===== config.mk =====
export PLATFORM = sky130hd
export DESIGN_NAME = fifo_burst_reader_flat
export DESIGN_NICKNAME = d
export VERILOG_FILES = /design/src/rtl/fifo_burst_reader_if.sv /design/src/rtl/fifo_burst_reader.sv /design/src/flat_wrapper.sv
export SDC_FILE = /design/constraint.sdc
export NUM_CORES = 1
export LEC_CHECK = 0
export ABC_CLOCK_PERIOD_IN_PS = 2000
export CORE_ASPECT_RATIO = 1.5
export CORE_UTILIZATION = 35
export DETAILED_ROUTE_END_ITERATION = 8
export HOLD_SLACK_MARGIN = 0.1
export PLACE_DENSITY = 0.71
export SLEW_MARGIN = 20
export SYNTH_ARGS = -nofsm -noshare
export SYNTH_HDL_FRONTEND = slang
export SYNTH_SLANG_ARGS = --single-unit

===== constraint.sdc =====
create_clock -name clk -period 2 [get_ports clk]
set_input_delay 0.4 -clock clk [delete_from_list [all_inputs] [get_ports clk]]
set_output_delay 0.4 -clock clk [all_outputs]
set_load 0.02 [all_outputs]

===== src/rtl/fifo_burst_reader_if.sv =====
// Output stream of fifo_burst_reader: valid/ready words with burst framing.
// master drives valid/data/last/len and samples ready; slave is the mirror.
interface fifo_burst_reader_if #(
  parameter int DATA_WIDTH = 16,
  parameter int ADDR_WIDTH = 8
);
  logic                  valid;
  logic                  ready;
  logic [DATA_WIDTH-1:0] data;
  logic                  last;
  logic [ADDR_WIDTH:0]   len;

  modport master (
    output valid,
    output data,
    output last,
    output len,
    input  ready
  );

  modport slave (
    input  valid,
    input  data,
    input  last,
    input  len,
    output ready
  );
endinterface


===== src/rtl/fifo_burst_reader.sv =====
// Drains a FWFT FIFO in fixed bursts onto a valid/ready stream (m).
// Ports: clk, rst_n, fifo_rd_* / fifo_dat_cnt, flush, m (master), busy.
module fifo_burst_reader #(
  parameter int DATA_WIDTH = 16,
  parameter int ADDR_WIDTH = 8,
  parameter int BURST_LEN  = 16,
  parameter int TIMEOUT    = 256
) (
  input  logic                  clk,
  input  logic                  rst_n,
  output logic                  fifo_rd_ena,
  input  logic [DATA_WIDTH-1:0] fifo_rd_dat,
  input  logic                  fifo_rd_empty,
  input  logic [ADDR_WIDTH:0]   fifo_dat_cnt,
  input  logic                  flush,
  fifo_burst_reader_if.master   m,
  output logic                  busy
);

  localparam int TW = (TIMEOUT == 0) ? 1
                    : $clog2(TIMEOUT + 1);
  localparam int TMAX_I = (TIMEOUT == 0) ? 0
                        : TIMEOUT - 1;
  localparam logic [TW-1:0] T_MAX =
    TW'(TMAX_I);
  localparam logic [ADDR_WIDTH:0] BL =
    (ADDR_WIDTH+1)'(BURST_LEN);
  localparam bit TMO_EN = (TIMEOUT != 0);

  typedef enum logic {
    IDLE,
    BURST
  } state_t;

  state_t              state;
  state_t              state_nxt;
  logic [ADDR_WIDTH:0] rem;
  logic [ADDR_WIDTH:0] len_nxt;
  logic [TW-1:0]       timer;
  logic                full_go;
  logic                tmo;
  logic                part_go;
  logic                start;
  logic                pop;
  logic                slot_free;

  assign full_go   = (fifo_dat_cnt >= BL);
  assign tmo       = TMO_EN && (timer == T_MAX);
  assign part_go   = !fifo_rd_empty
                   && (flush || tmo);
  // Output register can take a word if
  // empty or being drained this cycle.
  assign slot_free = !m.valid || m.ready;

  always_ff @(posedge clk or negedge rst_n) begin
    if (!rst_n) begin
      state <= IDLE;
    end else begin
      state <= state_nxt;
    end
  end

  always_comb begin
    state_nxt = state;
    start     = 1'b0;
    pop       = 1'b0;
    len_nxt   = '0;
    unique case (state)
      IDLE: begin
        // Full burst wins over flush/timeout.
        if (full_go) begin
          start     = 1'b1;
          len_nxt   = BL;
          state_nxt = BURST;
        end else if (part_go) begin
          start     = 1'b1;
          len_nxt   = fifo_dat_cnt;
          state_nxt = BURST;
        end
      end
      BURST: begin
        pop = (rem != '0)
            && !fifo_rd_empty
            && slot_free;
        if (pop && rem == 1) begin
          state_nxt = IDLE;
        end
      end
      default: begin
        state_nxt = IDLE;
      end
    endcase
  end

  assign fifo_rd_ena = pop;
  assign busy        = (state == BURST)
                     || m.valid;

  // Burst bookkeeping: remaining words and
  // the length reported for the burst.
  always_ff @(posedge clk or negedge rst_n) begin
    if (!rst_n) begin
      rem   <= '0;
      m.len <= '0;
    end else if (start) begin
      rem   <= len_nxt;
      m.len <= len_nxt;
    end else if (pop) begin
      rem   <= rem - 1'b1;
    end
  end

  // Idle timer: counts cycles with residue
  // waiting, saturating at the trigger value.
  always_ff @(posedge clk or negedge rst_n) begin
    if (!rst_n) begin
      timer <= '0;
    end else if (start) begin
      timer <= '0;
    end else if (state == IDLE) begin
      if (fifo_rd_empty) begin
        timer <= '0;
      end else if (!full_go
                   && timer != T_MAX) begin
        timer <= timer + TW'(1);
      end
    end
  end

  // Output register with valid/ready hold.
  always_ff @(posedge clk or negedge rst_n) begin
    if (!rst_n) begin
      m.valid <= 1'b0;
      m.last  <= 1'b0;
      m.data  <= '0;
    end else if (pop) begin
      m.valid <= 1'b1;
      m.last  <= (rem == 1);
      m.data  <= fifo_rd_dat;
    end else if (m.valid && m.ready) begin
      m.valid <= 1'b0;
      m.last  <= 1'b0;
    end
  end

  a_hold: assert property (
    @(posedge clk) disable iff (!rst_n)
    m.valid && !m.ready |=>
      m.valid
      && $stable(m.data)
      && $stable(m.last)
  );

  a_pop: assert property (
    @(posedge clk) disable iff (!rst_n)
    fifo_rd_ena |->
      (state == BURST) && slot_free
  );

endmodule


===== src/flat_wrapper.sv =====
// flat-port wrapper written by rule: the top's interface ports become plain ports
module fifo_burst_reader_flat 
#(
  parameter int DATA_WIDTH = 16,
  parameter int ADDR_WIDTH = 8,
  parameter int BURST_LEN  = 16,
  parameter int TIMEOUT    = 256
)
  (clk, rst_n, fifo_rd_ena, fifo_rd_dat, fifo_rd_empty, fifo_dat_cnt, flush, busy, m_valid, m_data, m_last, m_len, m_ready);
  fifo_burst_reader_if #(.DATA_WIDTH(DATA_WIDTH), .ADDR_WIDTH(ADDR_WIDTH)) m_i ();
  input  logic clk;
  input  logic rst_n;
  output logic fifo_rd_ena;
  input  logic [DATA_WIDTH-1:0] fifo_rd_dat;
  input  logic fifo_rd_empty;
  input  logic [ADDR_WIDTH:0] fifo_dat_cnt;
  input  logic flush;
  output logic busy;
  output wire logic [$bits(m_i.valid)-1:0] m_valid;
  output wire logic [$bits(m_i.data)-1:0] m_data;
  output wire logic [$bits(m_i.last)-1:0] m_last;
  output wire logic [$bits(m_i.len)-1:0] m_len;
  input wire logic [$bits(m_i.ready)-1:0] m_ready;
  assign m_valid = m_i.valid;
  assign m_data = m_i.data;
  assign m_last = m_i.last;
  assign m_len = m_i.len;
  assign m_i.ready = m_ready;
  fifo_burst_reader #(.DATA_WIDTH(DATA_WIDTH), .ADDR_WIDTH(ADDR_WIDTH), .BURST_LEN(BURST_LEN), .TIMEOUT(TIMEOUT)) u_core (.clk(clk), .rst_n(rst_n), .fifo_rd_ena(fifo_rd_ena), .fifo_rd_dat(fifo_rd_dat), .fifo_rd_empty(fifo_rd_empty), .fifo_dat_cnt(fifo_dat_cnt), .flush(flush), .m(m_i), .busy(busy));
endmodule

==> results of run 1 <==
flip-flops by register name (all words and copies together), names as in the netlist:
register        flops
u_core.timer        9
u_core.m.data      16
u_core.m.len        9
u_core.m.valid      1
u_core.rem          9
u_core.state        1
u_core.m.last       1
worst max-delay path: cells and delay by family (launching register included):
family	cells	cell delay (ns)
AO/OA/AOI/OAI	1	0.23
AND/OR/NAND/NOR	2	0.29
adder cells (fa/ha/maj)	1	0.13
flip-flops	1	0.40
buffers and inverters	2	0.23
cells in the final DEF (no fill, tap or decap), types with 2 or more instances in the layout:
cell type	instances
sky130_fd_sc_hd__nor2_1	7
sky130_fd_sc_hd__nor2_2	2
sky130_fd_sc_hd__and3_1	3
sky130_fd_sc_hd__a21o_1	2
sky130_fd_sc_hd__inv_2	2
sky130_fd_sc_hd__nor4_1	2
sky130_fd_sc_hd__buf_6	2
sky130_fd_sc_hd__dfrtp_1	46
sky130_fd_sc_hd__xor2_1	2
sky130_fd_sc_hd__inv_1	7
sky130_fd_sc_hd__a32o_1	2
sky130_fd_sc_hd__o21ai_0	11
sky130_fd_sc_hd__nand2_1	13
sky130_fd_sc_hd__mux2_2	16
sky130_fd_sc_hd__clkbuf_8	5
sky130_fd_sc_hd__o2111ai_1	2
sky130_fd_sc_hd__nand3_1	11
sky130_fd_sc_hd__nor2b_1	5
sky130_fd_sc_hd__a21oi_1	3
sky130_fd_sc_hd__nand4_1	2
sky130_fd_sc_hd__buf_4	45
sky130_fd_sc_hd__nor3_1	4
sky130_fd_sc_hd__clkdlybuf4s50_1	56
sky130_fd_sc_hd__or3_1	5
sky130_fd_sc_hd__ha_2	2
metrics by stage:
step	power (W)	setup slack, ns	hold WS [ns]
floorplan	0.001933	0.03875	0.1044
global placement	0.002507	-0.3930	0.4341
detailed placement	0.002544	-0.4083	0.4295
CTS	0.003340	-0.01223	0.1036
global route	0.003581	-0.04058	0.1282
finish	0.003372	0.02581	0.08251
power breakdown:
group / switching, W / internal [W] / leakage, nW
combinational: 0.000598 / 0.000772 / 0.805
sequential: 0.000164 / 0.00115 / 0.564
clock: 0.000317 / 0.000373 / 0.0514
what timing repair did:
item	CTS	global route
buffers inserted	7	6
resized for setup	15	13
pin swaps	3	12
setup endpoints to repair	6	23
area by class of cell:
type	instances	area (um2)	share of cell area (%)
flip-flops and latches	46	1151	35.30
repair buffers	105	940.9	28.86
clock inverters	2	37.54	1.151
inverters	9	33.78	1.036
multi-input cells	123	934.6	28.66
clock buffers	6	72.57	2.226
well taps	72	90.09	2.763
cells by family after synthesis:
family          Yosys count  synth area share [%]
simple gates             65                 16.94
flops                    46                 55.26
compound gates           34                 10.99
buf+inv                  17                 4.084
mux                      16                 8.649
xor+xnor                  4                 1.682
fa+ha+maj                 4                 2.402
worst max-delay path by stage:
stage | endpoint | startpoint | slack [ns]
3_3_place_gp | fifo_rd_ena | m_ready | -0.39
5_1_grt | fifo_rd_ena | u_core.rem[1] | -0.04
4_1_cts | u_core.rem[8] | u_core.timer[4] | -0.01
2_1_floorplan | u_core.rem[2] | u_core.rem[0] | 0.04
3_5_place_dp | fifo_rd_ena | m_ready | -0.41
6_report | fifo_rd_ena | u_core.rem[1] | 0.03
per-layer routing:
layer  track usage, %  vias to the layer above  share of wire, %
met4            4.630                        0              0.94
li1                 -                      869                 -
met3            3.638                        4               5.2
met5                0                        -                 0
met2            32.81                       50                56
met1            18.95                      886                37
==> summary.log, run 1 <==
qor: sta.unrepaired_setup_endpoints_after_global_routing true
qor: pwr.ir_worst_vdd 0.6663 mV
qor: synthesis.syn-num-nets 220
qor: synthesis.yosysMostFrequentCell sky130_fd_sc_hd__dfrtp_1
qor: sta.maxSlewHeadroom 61.72%
qor: sta.period_needed 1.974 ns
qor: synthesis.synth_area 2083 um2
qor: sta.timing_worst_slew_pin_value 0.5742 ns
qor: global_route.grt_first_pass_wirelength 8328 um
qor: floorplanning.top_level_ports 59
qor: layout.finalCoreUtilization 56.36%
qor: placement.dp_hpwl 3743 um
qor: global_route.globalRouteTotalUtil 17.21%
qor: layout.final_net_count 324
qor: synthesis.postSynthAreaPerCell 11.20 um2
qor: clocking.cts_htree_levels 2
qor: floorplanning.initial_utilization 36.01%
qor: clocking.hold_buffers 0
qor: setup_path.critical-path-max-stage-delay 0.40 ns
qor: sta.timing_max_transition_violations_final 0
qor: routing.route.antenna.remaining_nets 0
qor: sta.finalClockSkew 0.007616 ns
qor: min_path.worst_min_path_class input pin to asynchronous set/reset pin
qor: sta.tns 0 ns
qor: routing.first_iter_violations 68
qor: synthesis.count_of_flip_flops_with_a_built_in_enable_after_synthesis 0
qor: synthesis.synth.largest_area_cell sky130_fd_sc_hd__dfrtp_1
qor: synthesis.netlist.area_leader.share 55.26%
qor: routing.detail_route.wl_per_cell 13.79 um
qor: setup_path.worstPathArrival 1.57 ns
qor: clocking.tritoncts_clock_tree built
qor: setup_path.path_max_fanout 2
qor: synthesis.synth_async_sr_flop_share 100.0%
qor: placement.routabilityCongestion 0.8189
qor: synthesis.synth.distinct_cells 43
qor: placement.postPlaceCellArea 2970 um2
qor: floorplanning.die_w 64.99 um
qor: layout.fillers 528
qor: floorplanning.die_h 96.49 um
qor: layout.fin_area 3261 um2
qor: placement.numPlacedInstances 343
qor: setup_path.r2r-start u_core.rem[1]
qor: setup_path.worst_r2r_path_depth 8
qor: floorplanning.dieArea 6271 um2
qor: sta.final_hold_viol_count 0
qor: floorplanning.placeableCoreArea 5786 um2
qor: synthesis.leading_cell_types_by_total_area_after_synthesis sky130_fd_sc_hd__dfrtp_1 55%, sky130_fd_sc_hd__mux2_2 8.6%, sky130_fd_sc_hd__nand3_1 2.9%, sky130_fd_sc_hd__o21ai_0 2.9%, sky130_fd_sc_hd__ha_1 2.4%
qor: sta.timing.final.crit_share 98.71%
qor: run_status.outcome finished, final reports clean
qor: run.maxCapViolCount 0
qor: setup_path.worstSetupPathType flop to primary output
qor: synthesis.syn_inst 186
qor: setup_path.required 1.60 ns
qor: synthesis.yosysWarnings 0
qor: global_route.grt_pass1_vias 1,905
qor: setup_path.worst_setup_path_start_kind flop
qor: synthesis.netlist_top_cells_count 46 x sky130_fd_sc_hd__dfrtp_1, 16 x sky130_fd_sc_hd__mux2_2, 13 x sky130_fd_sc_hd__nand2_1
qor: floorplanning.row_count 34
qor: clocking.max-clock-path-buffers 2
qor: clocking.clock-sinks 46
qor: routing.route.vias.total 1,809
qor: pwr.power_per_cell_area 1034 nW/um2
qor: synthesis.seq_area_frac_synth 55.26%
qor: setup_path.setup.reg_to_reg.worst_slack 0.03 ns
qor: sta.setup_viol_count_final 0
qor: synthesis.ys_seq_elements 46
qor: sta.achievable_clock_frequency 0.5065 GHz
qor: layout.instances_no_fill 363
qor: clocking.clk_transition_reported_paths 0.09 ns
qor: placement.port-buffer-count 58
qor: clocking.worstSkewPairLatency 0.30 ns
qor: layout.area_growth_syn_to_layout 56.52%
qor: setup_path.timing.critical_path.to_type primary output
qor: routing.remaining_drc_errors 0
qor: global_route.grt.overflow.total 0
qor: layout.final_layout_size_suffix_gt1_share 30.93%
qor: clocking.cts_inserted_buffers 5
qor: routing.firstDrtPassIters 4
qor: synthesis.leading_register_cell_type_out_of_synthesis sky130_fd_sc_hd__dfrtp_1
qor: setup_path.highest_delay_cell_along_the_critical_path sky130_fd_sc_hd__dfrtp_1
qor: clocking.ctsRootBufferMaster sky130_fd_sc_hd__clkbuf_8
qor: routing.avgViaCountPerCell 4.983
qor: layout.antennaDiodeCount 0
qor: setup_path.crit_chain inv_2 -> ha_4 -> nor3b_4 -> nand2_1 -> o21a_1 -> buf_6
qor: global_route.pin_count_of_the_biggest_net_entering_global_routing 28
qor: routing.routed_wirelength 5007 um
qor: pwr.power.leakage 1.421 nW
qor: setup_path.crit-reg2reg-capture u_core.rem[2]
qor: global_route.antenna_violations_before_repair 0
Note: power is estimated with default switching activity, not from simulation.
==> run 2: changes to the inputs <==
--- a/config.mk
+++ b/config.mk
@@ -6,7 +6,6 @@
 export NUM_CORES = 1
 export LEC_CHECK = 0
 export ABC_CLOCK_PERIOD_IN_PS = 2000
-export CORE_ASPECT_RATIO = 1.5
 export CORE_UTILIZATION = 35
 export DETAILED_ROUTE_END_ITERATION = 8
 export HOLD_SLACK_MARGIN = 0.1
==> run 2 against run 1 <==
- first-iteration DRC count unchanged
- wire length up 2.8%
- maximum frequency is 0.87% lower
- combinational power about the same
- sequential power hardly changed
- global-route usage is 0.054 points lower
- largest cell class unchanged
- sequential share of layout area rose by 0.66 points
- register-to-register slack worse by 0.02 ns
==> summary.log, run 2 (same netlist as run 1, synthesis figures left out) <==
qor: setup_path.path_max_fanout 5
qor: setup_path.highest_delay_cell_along_the_critical_path sky130_fd_sc_hd__dfrtp_1
qor: routing.routed_wirelength 5148 um
qor: routing.remaining_drc_errors 0
qor: run_status.outcome finished, final reports clean
qor: placement.dp_hpwl 3508 um
qor: layout.largest_reg_by_ff_count u_core.m.data
qor: setup_path.timing.critical_path.to_type flop
qor: routing.avgViaCountPerCell 5.087
qor: pwr.totalPowerFinal 0.003217 W
qor: global_route.grt_first_pass_wirelength 8273 um
qor: routing.route.vias.total 1,806
qor: floorplanning.row_count 27
qor: run.maxCapViolCount 0
qor: sta.achievable_clock_frequency 0.5021 GHz
qor: clocking.max-clock-path-buffers 2
qor: sta.setup_viol_count_final 0
qor: sta.unrepaired_setup_endpoints_after_global_routing true
qor: clocking.clock-sinks 46
qor: sta.period_needed 1.992 ns
qor: floorplanning.top_level_ports 59
qor: clocking.clk_transition_reported_paths 0.09 ns
qor: layout.antennaDiodeCount 0
qor: routing.detail_route.wl_per_cell 14.50 um
qor: sta.maxSlewHeadroom 61.51%
qor: setup_path.critical_path_cell_count 8
qor: sta.timing_max_transition_violations_final 0
qor: placement.routabilityCongestion 0.8123
qor: setup_path.crit_chain ha_2 -> nand3_2 -> nor2_2 -> ha_2 -> o21bai_4 -> a31oi_2 -> or3_1 -> and3_1
qor: routing.firstDrtPassIters 4
qor: global_route.antenna_violations_before_repair 0
qor: setup_path.critical-path-max-stage-delay 0.41 ns
qor: sta.worst_hold_slack 0.1796 ns
qor: sta.finalClockSkew 0.002688 ns
qor: setup_path.path_buf_inv 0
qor: pwr.power_per_cell_area 1005 nW/um2
qor: floorplanning.die_w 79.15 um
qor: global_route.grt_pass1_vias 1,810
qor: layout.most-common-layout-cells 56 x sky130_fd_sc_hd__clkdlybuf4s50_1, 46 x sky130_fd_sc_hd__dfrtp_1, 36 x sky130_fd_sc_hd__buf_4
qor: setup_path.critical_path_most_common_cell sky130_fd_sc_hd__ha_2
qor: pwr.power.clock.fraction 17.8%
qor: global_route.globalRouteTotalUtil 17.16%
qor: setup_path.cpLargestDelayFamily simple AND/OR/NAND/NOR gates
qor: pwr.pwr-share-comb 41.6%
qor: setup_path.crit-reg2reg-capture u_core.rem[2]
qor: setup_path.r2r-start u_core.timer[1]
qor: layout.final_layout_size_suffix_gt1_share 30.04%
qor: layout.most_common_cell_after_layout_fill_and_taps_aside sky130_fd_sc_hd__clkdlybuf4s50_1
qor: clocking.cts_htree_levels 2
qor: routing.first_iter_violations 68
qor: min_path.worst_min_path_class input pin to asynchronous set/reset pin
qor: setup_path.worst_setup_path_start_kind flop
qor: clocking.cts_inserted_buffers 5
qor: setup_path.worstPathArrival 2.19 ns
qor: clocking.worstSkewPairLatency 0.30 ns
qor: global_route.pin_count_of_the_biggest_net_entering_global_routing 47
qor: pwr.power.share.switching 34.26%
qor: floorplanning.initial_utilization 37.15%
qor: pwr.internal_portion_of_total_power 0.002115 W
qor: layout.final_net_count 316
qor: pwr.power.leakage 1.373 nW
qor: setup_path.setup.reg_to_reg.worst_slack 0.008 ns
qor: pwr.p_seq_share 40.6%
qor: clocking.tritoncts_clock_tree built
qor: clocking.ctsRootBufferMaster sky130_fd_sc_hd__clkbuf_8
qor: setup_path.worstSetupPathType flop to flop
qor: setup_path.required 2.19 ns
qor: layout.number_of_flip_flops_in_the_largest_register 16
qor: pwr.net_switching 0.001102 W
qor: layout.area_growth_syn_to_layout 53.63%
qor: sta.timing_worst_slew_pin_value 0.5729 ns
qor: sta.final_hold_viol_count 0
qor: floorplanning.dieArea 6265 um2
qor: pwr.ir_worst_vdd 0.5448 mV
qor: setup_path.worst_r2r_path_depth 8
qor: sta.timing.final.crit_share 99.58%
qor: placement.port-buffer-count 58
qor: global_route.grt.overflow.total 0
qor: floorplanning.placeableCoreArea 5608 um2
qor: floorplanning.die_h 79.15 um
qor: routing.route.antenna.remaining_nets 0
run 2: layout make-up:
class	count	area, um2
multi-input combinational	124	965.9
tap	72	90.09
clock inverter	3	21.27
fill	488	2407
clock buffer	5	68.82
inverter	9	33.78
timing repair buffer	96	869.6
sequential	46	1151
run 2: worst max-delay path by stage:
| stage | end | slack [ns] | start |
|---|---|---|---|
| final | u_core.rem[2] | 0.008 | u_core.timer[1] |
| after global routing | u_core.rem[3] | -0.05 | u_core.timer[1] |
| after CTS | fifo_rd_ena | -0.02 | u_core.rem[0] |
| after detailed placement | fifo_rd_ena | -0.35 | m_ready |
| after global placement | fifo_rd_ena | -0.31 | m_ready |
| after floorplan | u_core.rem[2] | 0.04 | u_core.rem[0] |
run 2: metal layers:
layer  wire length (um)  part of all wire [%]  global-route usage (%)
met3                372                   7.2                   5.632
met5                  0                     0                       0
met1               2196                    43                   20.94
met2               2499                    49                   28.53
met4                 80                   1.6                   5.455
run 2: power groups by stage:
stage | Combinational [W] | Clock, W | Sequential [W]
3_5_place_dp | 0.00122 | 0 | 0.00131
3_3_place_gp | 0.00119 | 0 | 0.00130
6_report | 0.00134 | 0.000572 | 0.00131
5_1_grt | 0.00146 | 0.000630 | 0.00134
4_1_cts | 0.00124 | 0.000589 | 0.00130
2_1_floorplan | 0.000456 | 0 | 0.00148
run 2: timing repair:
item / 4_1_cts / 5_1_grt
gates cloned: 0 / 1
hold buffers: 0 / 0
resized for setup: 9 / 20
setup buffers: 0 / 3
pin swaps: 0 / 9
setup endpoints to repair: 9 / 12
run 2: through the flow:
stage / cell area, um2 / setup slack [ns] / util (%) / setup TNS (ns) / cells
2_1_floorplan: 2093 / 0.03875 / - / 0 / 186
3_3_place_gp: 2970 / -0.3058 / 52.97 / -3.858 / 343
3_5_place_dp: 2970 / -0.3532 / 52.97 / -5.328 / 343
4_1_cts: 3082 / -0.01722 / 54.95 / -0.01722 / 351
5_1_grt: 3201 / -0.05127 / 57.07 / -0.1339 / 355
6_report: 3201 / 0.008497 / 57.07 / 0 / 355
